## src/rtl/text_anim_ctrl_if.sv

```systemverilog
// text_anim_ctrl_if
//   Groups the frame strobe, control requests and overlay outputs of
//   text_anim_ctrl into one bundle.
//   master : drives next_frame/start/abort, observes the overlay outputs
//   slave  : the sequencer side (text_anim_ctrl)
//   Signals:
//     next_frame  1-cycle pulse per frame (vertical blank)
//     start       1-cycle request to begin the intro
//     abort       1-cycle request to return to IDLE
//     base_y[9:0] line-0 top Y coordinate
//     text_en     text visible
//     busy        sequence in progress
//     done        1-cycle pulse on entry to SHOWN
//     state_o[2:0] current state, for debug
interface text_anim_ctrl_if;
    logic       next_frame;
    logic       start;
    logic       abort;
    logic [9:0] base_y;
    logic       text_en;
    logic       busy;
    logic       done;
    logic [2:0] state_o;

    modport master (
        output next_frame, start, abort,
        input  base_y, text_en, busy, done, state_o
    );

    modport slave (
        input  next_frame, start, abort,
        output base_y, text_en, busy, done, state_o
    );
endinterface

```

## src/rtl/text_anim_ctrl.sv

```systemverilog
// text_anim_ctrl
//   Frame-rate sequencer for the foreground text overlay. One-shot intro:
//   drop in from START_Y to TARGET_Y, optional bounce, hold, blink, then
//   stay shown. All outputs are registered.
//   Ports:
//     clk  system/pixel clock
//     rst  asynchronous, active-high reset
//     ctl  text_anim_ctrl_if.slave (next_frame/start/abort in,
//          base_y/text_en/busy/done/state_o out)
//   Build option:
//     TEXT_ANIM_BOUNCE_EN  when defined, DROP exits into a BOUNCE state
//                          (down BOUNCE_H pixels and back, 2 px per frame);
//                          otherwise DROP exits straight into HOLD.
module text_anim_ctrl #(
    parameter logic [9:0] START_Y     = 10'd0,
    parameter logic [9:0] TARGET_Y    = 10'd336,
    parameter logic [9:0] FALL_STEP   = 10'd4,
    parameter logic [7:0] HOLD_FRAMES = 8'd120,
    parameter logic [5:0] BLINK_HALF  = 6'd8,
    parameter logic [2:0] BLINK_COUNT = 3'd3,
    parameter logic [9:0] BOUNCE_H    = 10'd8
) (
    input  logic             clk,
    input  logic             rst,
    text_anim_ctrl_if.slave  ctl
);

    typedef enum logic [2:0] {
        S_IDLE   = 3'd0,
        S_DROP   = 3'd1,
        S_BOUNCE = 3'd2,
        S_HOLD   = 3'd3,
        S_BLINK  = 3'd4,
        S_SHOWN  = 3'd5
    } state_e;

    localparam logic [10:0] TARGET_W    = {1'b0, TARGET_Y};
    localparam logic [7:0]  HOLD_LAST   = HOLD_FRAMES - 8'd1;
    localparam logic [7:0]  HALF_LAST   = {2'b00, BLINK_HALF} - 8'd1;
    localparam logic [2:0]  BLINKS_LAST = BLINK_COUNT - 3'd1;

`ifdef TEXT_ANIM_BOUNCE_EN
    localparam logic [9:0]  BOUNCE_LOW  = TARGET_Y - BOUNCE_H;
    // A zero-height bounce would never reach its turning point; skip it.
    localparam state_e      DROP_EXIT   = (BOUNCE_H != 10'd0) ? S_BOUNCE : S_HOLD;
`else
    localparam state_e      DROP_EXIT   = S_HOLD;
`endif

    state_e      state_q, state_d;
    logic [9:0]  base_y_q, base_y_d;
    logic        text_en_q, text_en_d;
    logic        done_q, done_d;
    logic [7:0]  frame_cnt_q, frame_cnt_d;
    logic [2:0]  blink_cnt_q, blink_cnt_d;

    // Frame-event decode shared by next-state and output logic.
    logic [10:0] drop_sum;
    logic        drop_hit;
    logic        hold_end;
    logic        half_end;
    logic        blink_last;

    assign drop_sum   = {1'b0, base_y_q} + {1'b0, FALL_STEP};
    assign drop_hit   = (drop_sum >= TARGET_W);
    assign hold_end   = (frame_cnt_q == HOLD_LAST);
    assign half_end   = (frame_cnt_q == HALF_LAST);
    assign blink_last = (blink_cnt_q == BLINKS_LAST);

`ifdef TEXT_ANIM_BOUNCE_EN
    logic        rising_q, rising_d;
    logic [9:0]  bounce_dn;
    logic [9:0]  bounce_up;
    logic        bounce_turn;
    logic        bounce_end;

    assign bounce_dn   = base_y_q - 10'd2;
    assign bounce_up   = base_y_q + 10'd2;
    assign bounce_turn = !rising_q && (bounce_dn == BOUNCE_LOW);
    assign bounce_end  = rising_q && (bounce_up == TARGET_Y);
`endif

    // State register and datapath flops.
    always_ff @(posedge clk or posedge rst) begin
        if (rst) begin
            state_q     <= S_IDLE;
            base_y_q    <= START_Y;
            text_en_q   <= 1'b0;
            done_q      <= 1'b0;
            frame_cnt_q <= '0;
            blink_cnt_q <= '0;
`ifdef TEXT_ANIM_BOUNCE_EN
            rising_q    <= 1'b0;
`endif
        end else begin
            state_q     <= state_d;
            base_y_q    <= base_y_d;
            text_en_q   <= text_en_d;
            done_q      <= done_d;
            frame_cnt_q <= frame_cnt_d;
            blink_cnt_q <= blink_cnt_d;
`ifdef TEXT_ANIM_BOUNCE_EN
            rising_q    <= rising_d;
`endif
        end
    end

    // Next-state logic; abort overrides every other request.
    always_comb begin
        state_d = state_q;
        if (ctl.abort) begin
            state_d = S_IDLE;
        end else begin
            unique case (state_q)
                S_IDLE:   if (ctl.start) state_d = S_DROP;
                S_DROP:   if (ctl.next_frame && drop_hit) state_d = DROP_EXIT;
`ifdef TEXT_ANIM_BOUNCE_EN
                S_BOUNCE: if (ctl.next_frame && bounce_end) state_d = S_HOLD;
`endif
                S_HOLD:   if (ctl.next_frame && hold_end) state_d = S_BLINK;
                // Leave BLINK only at the end of the last on-phase.
                S_BLINK:  if (ctl.next_frame && half_end && text_en_q && blink_last)
                              state_d = S_SHOWN;
                S_SHOWN:  if (ctl.start) state_d = S_DROP;
                default:  state_d = S_IDLE;
            endcase
        end
    end

    // Output / datapath logic computing the next registered output values.
    always_comb begin
        base_y_d    = base_y_q;
        text_en_d   = text_en_q;
        frame_cnt_d = frame_cnt_q;
        blink_cnt_d = blink_cnt_q;
`ifdef TEXT_ANIM_BOUNCE_EN
        rising_d    = rising_q;
`endif
        done_d      = (state_d == S_SHOWN) && (state_q != S_SHOWN);

        if (ctl.abort) begin
            base_y_d    = START_Y;
            text_en_d   = 1'b0;
            frame_cnt_d = '0;
            blink_cnt_d = '0;
`ifdef TEXT_ANIM_BOUNCE_EN
            rising_d    = 1'b0;
`endif
        end else begin
            unique case (state_q)
                S_IDLE: begin
                    // base_y already sits at START_Y; a coincident frame
                    // pulse must not move it.
                    if (ctl.start) text_en_d = 1'b1;
                end
                S_DROP: begin
                    if (ctl.next_frame) begin
                        if (drop_hit) begin
                            base_y_d    = TARGET_Y;
                            frame_cnt_d = '0;
`ifdef TEXT_ANIM_BOUNCE_EN
                            rising_d    = 1'b0;
`endif
                        end else begin
                            base_y_d = drop_sum[9:0];
                        end
                    end
                end
`ifdef TEXT_ANIM_BOUNCE_EN
                S_BOUNCE: begin
                    if (ctl.next_frame) begin
                        if (rising_q) begin
                            base_y_d = bounce_up;
                        end else begin
                            base_y_d = bounce_dn;
                        end
                        if (bounce_turn) rising_d = 1'b1;
                        if (bounce_end)  frame_cnt_d = '0;
                    end
                end
`endif
                S_HOLD: begin
                    if (ctl.next_frame) begin
                        if (hold_end) begin
                            frame_cnt_d = '0;
                            blink_cnt_d = '0;
                            text_en_d   = 1'b0;
                        end else begin
                            frame_cnt_d = frame_cnt_q + 8'd1;
                        end
                    end
                end
                S_BLINK: begin
                    if (ctl.next_frame) begin
                        if (half_end) begin
                            frame_cnt_d = '0;
                            if (!text_en_q) begin
                                text_en_d = 1'b1;
                            end else if (!blink_last) begin
                                blink_cnt_d = blink_cnt_q + 3'd1;
                                text_en_d   = 1'b0;
                            end
                        end else begin
                            frame_cnt_d = frame_cnt_q + 8'd1;
                        end
                    end
                end
                S_SHOWN: begin
                    if (ctl.start) begin
                        base_y_d    = START_Y;
                        text_en_d   = 1'b1;
                        frame_cnt_d = '0;
                        blink_cnt_d = '0;
                    end
                end
                default: begin
                    base_y_d  = START_Y;
                    text_en_d = 1'b0;
                end
            endcase
        end
    end

    assign ctl.base_y  = base_y_q;
    assign ctl.text_en = text_en_q;
    assign ctl.done    = done_q;
    assign ctl.state_o = state_q;
    assign ctl.busy    = (state_q == S_DROP) || (state_q == S_BOUNCE) ||
                         (state_q == S_HOLD) || (state_q == S_BLINK);

endmodule

```

## src/flat_wrapper.sv

```systemverilog
// flat-port wrapper written by rule: the top's interface ports become plain ports
module text_anim_ctrl_flat 
#(
    parameter logic [9:0] START_Y     = 10'd0,
    parameter logic [9:0] TARGET_Y    = 10'd336,
    parameter logic [9:0] FALL_STEP   = 10'd4,
    parameter logic [7:0] HOLD_FRAMES = 8'd120,
    parameter logic [5:0] BLINK_HALF  = 6'd8,
    parameter logic [2:0] BLINK_COUNT = 3'd3,
    parameter logic [9:0] BOUNCE_H    = 10'd8
)
  (clk, rst, ctl_next_frame, ctl_start, ctl_abort, ctl_base_y, ctl_text_en, ctl_busy, ctl_done, ctl_state_o);
  text_anim_ctrl_if ctl_i ();
  input  logic clk;
  input  logic rst;
  input wire logic [$bits(ctl_i.next_frame)-1:0] ctl_next_frame;
  input wire logic [$bits(ctl_i.start)-1:0] ctl_start;
  input wire logic [$bits(ctl_i.abort)-1:0] ctl_abort;
  output wire logic [$bits(ctl_i.base_y)-1:0] ctl_base_y;
  output wire logic [$bits(ctl_i.text_en)-1:0] ctl_text_en;
  output wire logic [$bits(ctl_i.busy)-1:0] ctl_busy;
  output wire logic [$bits(ctl_i.done)-1:0] ctl_done;
  output wire logic [$bits(ctl_i.state_o)-1:0] ctl_state_o;
  assign ctl_i.next_frame = ctl_next_frame;
  assign ctl_i.start = ctl_start;
  assign ctl_i.abort = ctl_abort;
  assign ctl_base_y = ctl_i.base_y;
  assign ctl_text_en = ctl_i.text_en;
  assign ctl_busy = ctl_i.busy;
  assign ctl_done = ctl_i.done;
  assign ctl_state_o = ctl_i.state_o;
  text_anim_ctrl #(.START_Y(START_Y), .TARGET_Y(TARGET_Y), .FALL_STEP(FALL_STEP), .HOLD_FRAMES(HOLD_FRAMES), .BLINK_HALF(BLINK_HALF), .BLINK_COUNT(BLINK_COUNT), .BOUNCE_H(BOUNCE_H)) u_core (.clk(clk), .rst(rst), .ctl(ctl_i));
endmodule
```

## config.mk

```make
export PLATFORM = sky130hd
export DESIGN_NAME = text_anim_ctrl_flat
export DESIGN_NICKNAME = d
export VERILOG_FILES = /design/src/rtl/text_anim_ctrl_if.sv /design/src/rtl/text_anim_ctrl.sv /design/src/flat_wrapper.sv
export SDC_FILE = /design/constraint.sdc
export NUM_CORES = 1
export LEC_CHECK = 0
export CAP_MARGIN = 20
export CORE_AREA = 2 2 79 81
export DETAILED_ROUTE_END_ITERATION = 7
export DIE_AREA = 0 0 81 83
export PLACE_DENSITY = 0.51
export SYNTH_ARGS = -nofsm -noshare
export SYNTH_HDL_FRONTEND = slang
export SYNTH_SLANG_ARGS = --single-unit
export TNS_END_PERCENT = 20
```

## constraint.sdc

```tcl
create_clock -name clk -period 2.6 [get_ports clk]
set_input_delay 0.39 -clock clk [delete_from_list [all_inputs] [get_ports clk]]
set_output_delay 0.39 -clock clk [all_outputs]
set_load 0.02 [all_outputs]
```

==> metrics.yaml, run 1 <==
status:
  status: "finished, final reports clean"
route:
  via_count: 1636
  drt_iter0_drc: 159
  routed_wl_um: 4170
  drt-pass1-iter-count: 5
  wl_per_cell_um: 13.8
  viasPerCell: 5.42
  drc: 0
  antenna_left: 0
final_layout:
  finalInstanceArea_um2: 2080
  area_delta_synth_final_pct: 21.4
  drive_above_1_share_pct: 14.1
  antenna_cells: 0
  nNetsFinal: 237
  final_core_util_pct: 35.8
place:
  io_buffer_count: 18
  place_area_um2: 2030
  hpwlAfterDp_um: 3000
  gp_congestion: 0.918
  dp_slack_ps: 242
logic_synthesis:
  synth_ff_type: "dfrtp_1"
  syn-cell-area_um2: 1720
  synth-seq-cells: 24
  synth-async-reset-ratio_pct: 100
  yosys_warnings: 0
  synth-edff-count: 0
  synth.distinct_cells: 57
  ys_seq_area_share_pct: 35.0
  avgSynthCellArea_um2: 8.50
  syn_inst: 202
cts:
  cts-resized-gates: 0
  cts_made_buffers: 3
  clkSlewWorstSetupHoldPaths_ps: 90
  clock-sinks: 24
  htree_levels: 1
  cts_hold_buf: 0
  insertion_delay_ps: 270
  clk_path_buf_depth: 2
  cts_tree: "done"
  postCtsSetupBuffers: 0
  clockRootBuffer: "clkbuf_8"
worst_setup_path:
  required_ps: 2760
  r2r_slack_ps: 230
  cp-start-kind: "register"
  reg2reg_from: "u_core.ctl.base_y[3]$_DFFE_PP0P_"
  reg2reg_depth: 7
  r2r_end: "u_core.frame_cnt_q[3]$_DFFE_PP0P_"
  cp_data_arrival_time_ps: 2530
  critPathMaxFanout: 8
  crit_type: "register to register"
  end_kind: "register"
sta:
  finalHoldWorstSlack_ps: 472
  worst_pin_slew_ps: 546
  slew_headroom_pct: 63.5
  post-route-period-util_pct: 91.2
  rsz0062_at_grt: "false"
  hold_viol: 0
  fmax_mhz: 422
  fin_crit_ps: 2370
  setup_viol: 0
  fin_setup_tns_ps: 0
  layout_setup_ws_ps: 229
  skew_ps: 1.59
  slew_violations: 0
die:
  dieArea_um2: 6720
  ios: 21
  die_x_um: 81
  die_h_um: 83
  rows: 28
  start_util_pct: 29.5
  coreArea_um2: 5820
pwr:
  power.leakage_nw: 0.893
  irDropWorstVdd_v: 0.000160
  power.density_nw_per_um2: 355
run:
  drv_cap: 0
global_routing:
  grt_max_degree: 25
  grt_pass1_wl_um: 7180
  antenna_found_initial: 0
  grt_pass1_vias: 1529
  track_usage_pct: 13.2
  grt-ovfl-total: 0
worst_hold_path:
  hp-class: "input port to asynchronous set/reset pin"
## report_power, final
part | internal (mW) | leakage [nW] | switching (mW)
Combinational | 0.0381 | 0.533 | 0.0567
Clock | 0.135 | 0.0288 | 0.126
Sequential | 0.377 | 0.331 | 0.00608
Total | 0.551 | 0.893 | 0.189
## synth_stat cells (2+ instances only)
library cell	number	share of area [%]
dfrtp_1	24	35
nor2_1	20	4.4
nand2_1	14	3.1
nand3_1	13	3.8
a21oi_1	12	3.5
o21ai_0	12	3.5
inv_1	9	2.0
nor3_1	7	2.0
a21o_1	6	2.6
buf_2	6	1.7
nor4_1	6	2.2
o31ai_1	5	2.2
and3_1	4	1.5
ha_1	4	2.9
nand2b_1	4	1.5
a221o_1	3	1.7
buf_4	3	1.3
a211oi_1	2	0.87
a22o_1	2	1.0
a311oi_1	2	1.0
a31oi_1	2	0.73
and2_1	2	0.73
and4_2	2	1.2
clkbuf_1	2	0.44
nand4_1	2	0.73
nand4bb_1	2	1.3
o311ai_0	2	1.0
## worst max-delay path, cell delays in order, from the launching register on
cell and delay, ps:
dfrtp_1 480, ha_1 320, inv_1 110, or4_1 470, and3_4 200, a21oi_4 210
o21ai_4 130, a221o_1 350
## per-layer routing
metal / GRT usage, % / wire length [um]
met5: 0 / 0
met1: 19.7 / 2150
met2: 19.2 / 1810
met3: 1.63 / 165
met4: 5.39 / 40
## worst max path at each step
stage	cells after the start	start	to
2_1_floorplan	8	u_core.ctl.base_y[2]$_DFFE_PP0P_	u_core.frame_cnt_q[3]$_DFFE_PP0P_
3_3_place_gp	6	ctl_abort	u_core.blink_cnt_q[0]$_DFFE_PP0P_
3_5_place_dp	7	u_core.ctl.base_y[3]$_DFFE_PP0P_	u_core.frame_cnt_q[3]$_DFFE_PP0P_
4_1_cts	7	u_core.ctl.base_y[3]$_DFFE_PP0P_	u_core.frame_cnt_q[3]$_DFFE_PP0P_
5_1_grt	7	u_core.ctl.base_y[3]$_DFFE_PP0P_	u_core.frame_cnt_q[3]$_DFFE_PP0P_
6_report	7	u_core.ctl.base_y[3]$_DFFE_PP0P_	u_core.frame_cnt_q[3]$_DFFE_PP0P_
## stage by stage
stage	cells	power [mW]
after floorplan	203	0.448
after global placement	298	0.487
after detailed placement	298	0.486
after CTS	302	0.753
after global routing	302	0.781
final	302	0.740
## flip-flops by register name, summed over array words and instances, names as in the netlist
name                cells
u_core.ctl.state_o      3
u_core.blink_cnt_q      3
u_core.ctl.text_en      1
u_core.frame_cnt_q      8
u_core.ctl.base_y       8
u_core.ctl.done         1
## cell families (layout without fill, tap and decap cells)
logic type               Yosys count  after routing  share of synthesized area [%]
XOR/XNOR                           1              1                          0.510
adder cells (fa/ha/maj)            4              4                           2.92
flip-flops                        24             24                           35.0
AND/OR/NAND/NOR                   89             89                           28.9
multiplexers                       1              1                          0.656
buffers and inverters             21             45                           6.12
other                              1              2                          0.218
AO/OA/AOI/OAI                     61             61                           25.7
## layout by cell type (no fill, tap or decap), types with 5 or more instances in the layout
| master | netlist | routed |
|---|---|---|
| nor4_1 | 6 | 6 |
| dfrtp_1 | 24 | 24 |
| nand3_1 | 13 | 13 |
| inv_1 | 9 | 9 |
| o21ai_0 | 12 | 12 |
| nor2_1 | 20 | 20 |
| a21oi_1 | 12 | 12 |
| nor3_1 | 7 | 7 |
| a21o_1 | 6 | 6 |
| clkdlybuf4s50_1 | 0 | 18 |
| buf_4 | 3 | 14 |
| o31ai_1 | 5 | 5 |
| nand2_1 | 14 | 14 |
## cell type report
| class | instances | area, um2 |
|---|---|---|
| sequential | 24 | 601 |
| tap | 75 | 93.8 |
| timing repair buffer | 32 | 285 |
| inverter | 9 | 33.8 |
| fill | 635 | 3730 |
| multi-input combinational | 158 | 1010 |
| clock buffer | 4 | 55.1 |
Note: power is estimated with default switching activity, not from simulation.
==> run 2: changes to the inputs <==
- CORE_AREA: 2 2 79 81 -> 2 2 101 64
- DIE_AREA: 0 0 81 83 -> 0 0 103 66
- PLACE_DENSITY: 0.51 -> 0.52
- SLEW_MARGIN: default -> 10
==> run 2 against run 1 <==
  * Die area grew 1.1%
  * Register-to-register slack gained 110 ps
  * Clock skew grew 1.4 ps
  * Global-route usage grew 1.0 points
  * Worst hold slack lost 7.8 ps
  * Final cell count grew 3.6%
  * Combinational power grew 0.5%
  * Critical path depth shrank 3
  * Core utilization shrank 0.12 points
  * Flip-flop and latch count is the same
  * Worst setup slack gained 92 ps
  * Sequential share of layout area shrank 0.27 points
  * Critical path type is now register to output port
  * Critical endpoint is now ctl_busy
  * Largest cell class unchanged
==> metrics.yaml, run 2 (synthesized netlist as in run 1, its figures left out) <==
sta:
  fin_crit_ps: 2280
  slew_headroom_pct: 66.1
  rsz0062_at_grt: "false"
  skew_ps: 3.01
  hold_viol: 0
  setup_viol: 0
  finalHoldWorstSlack_ps: 464
  worst_pin_slew_ps: 507
  post-route-period-util_pct: 87.6
  fin_setup_tns_ps: 0
  fmax_mhz: 439
  slew_violations: 0
cts:
  insertion_delay_ps: 270
  clock-sinks: 24
  cts-resized-gates: 0
  cts_hold_buf: 0
  postCtsSetupBuffers: 0
  clockRootBuffer: "clkbuf_8"
  htree_levels: 1
  cts_made_buffers: 3
  clk_path_buf_depth: 2
  cts_tree: "done"
  clkSlewWorstSetupHoldPaths_ps: 80
worst_setup_path:
  cp_data_arrival_time_ps: 1890
  slowest_stage: "clkdlybuf4s50_1"
  crit_chain: "buf_4 > nor2_1 > xnor2_1 > clkdlybuf4s50_1"
  r2r_slack_ps: 340
  end_kind: "output port"
  critPathMaxFanout: 10
  crit_type: "register to output port"
  slowest_delay_ps: 620
  required_ps: 2210
  cp-start-kind: "register"
die:
  start_util_pct: 29.1
  dieArea_um2: 6800
  rows: 22
  die_x_um: 103
  ios: 21
  die_h_um: 66
  coreArea_um2: 5890
final_layout:
  drive_above_1_share_pct: 14.8
  antenna_cells: 0
  area_delta_synth_final_pct: 22.5
  final_core_util_pct: 35.7
  final_cell_mix: "dfrtp_1 (24), nor2_1 (20), clkdlybuf4s50_1 (18)"
  layout_commonest_cell: "dfrtp_1"
  nNetsFinal: 240
pwr:
  irDropWorstVdd_v: 0.000145
  power.leakage_nw: 0.901
  internal_power_uw: 520
  pwr-share-seq_pct: 55.0
  pwr-share-clk_pct: 31.4
  switching_power_uw: 180
  power.density_nw_per_um2: 333
  sw_frac_of_total_pct: 25.7
  p_comb_share_pct: 13.6
route:
  drt-pass1-iter-count: 4
  drc: 0
  antenna_left: 0
  via_count: 1634
  drt_iter0_drc: 88
  viasPerCell: 5.22
  wl_per_cell_um: 14.2
  routed_wl_um: 4430
global_routing:
  grt_pass1_wl_um: 7450
  antenna_found_initial: 0
  grt-ovfl-total: 0
  grt_pass1_vias: 1409
  grt_max_degree: 25
  track_usage_pct: 14.3
place:
  hpwlAfterDp_um: 3340
  io_buffer_count: 18
  gp_congestion: 0.814
worst_hold_path:
  hp-class: "input port to asynchronous set/reset pin"
status:
  status: "finished, final reports clean"
run:
  drv_cap: 0
[run 2: cell count changes in the layout (fill, tap and decap cells not counted)]
cell / before / now
buf_4: 14 / 17
clkbuf_8: 4 / 3
[run 2: metal layers]
layer | up-vias | GRT usage [%] | part of all wire, %
met4 | 0 | 3.13 | 0.72
met1 | 784 | 23.4 | 58
met5 | - | 0 | 0
met3 | 5 | 3.17 | 3.8
met2 | 35 | 18.2 | 37
li1 | 810 | - | -
[run 2: worst paths after layout]
check | start | to | depth (start not counted)
setup / recovery | u_core.ctl.state_o[1]$_DFF_PP0_ | ctl_busy | 4
hold / removal | rst | u_core.frame_cnt_q[5]$_DFFE_PP0P_ | 3
setup reg to reg | u_core.ctl.base_y[2]$_DFFE_PP0P_ | u_core.frame_cnt_q[3]$_DFFE_PP0P_ | 7
hold reg to reg | u_core.blink_cnt_q[2]$_DFFE_PP0P_ | u_core.blink_cnt_q[2]$_DFFE_PP0P_ | 1
max in group asynchronous | rst | u_core.ctl.base_y[8]$_DFFE_PP0P_ | 3
min in group clk | u_core.blink_cnt_q[2]$_DFFE_PP0P_ | u_core.blink_cnt_q[2]$_DFFE_PP0P_ | 1
[run 2: worst max-delay path, delay by kind of cell, from the launching register on]
kind          cells  cell delay [ps]
xor+xnor          1              150
flops             1              540
buf+inv           2              850
simple gates      1               70
[run 2: power by group through the flow]
stage | Combinational, mW | Clock [mW] | Sequential [mW]
after floorplan | 0.0523 | 0 | 0.396
after global placement | 0.0972 | 0 | 0.392
after detailed placement | 0.0961 | 0 | 0.392
after CTS | 0.0968 | 0.231 | 0.385
after global routing | 0.105 | 0.249 | 0.386
final | 0.0953 | 0.220 | 0.385
[run 2: layout make-up]
type                       instances  area [um2]
tap                               84         105
sequential                        24         601
multi-input combinational        158        1010
fill                             617        3790
inverter                           9        33.8
clock buffer                       3        41.3
timing repair buffer              35         308
[run 2: through the flow]
step                      total power [mW]  instance area [um2]  instances  worst slack [ps]
after global placement               0.490                 2060        310               322
after CTS                            0.712                 2100        313               302
after global routing                 0.740                 2100        313               186
after detailed placement             0.489                 2060        310               296
final                                0.700                 2100        313               322
after floorplan                      0.448                 1720        203               229
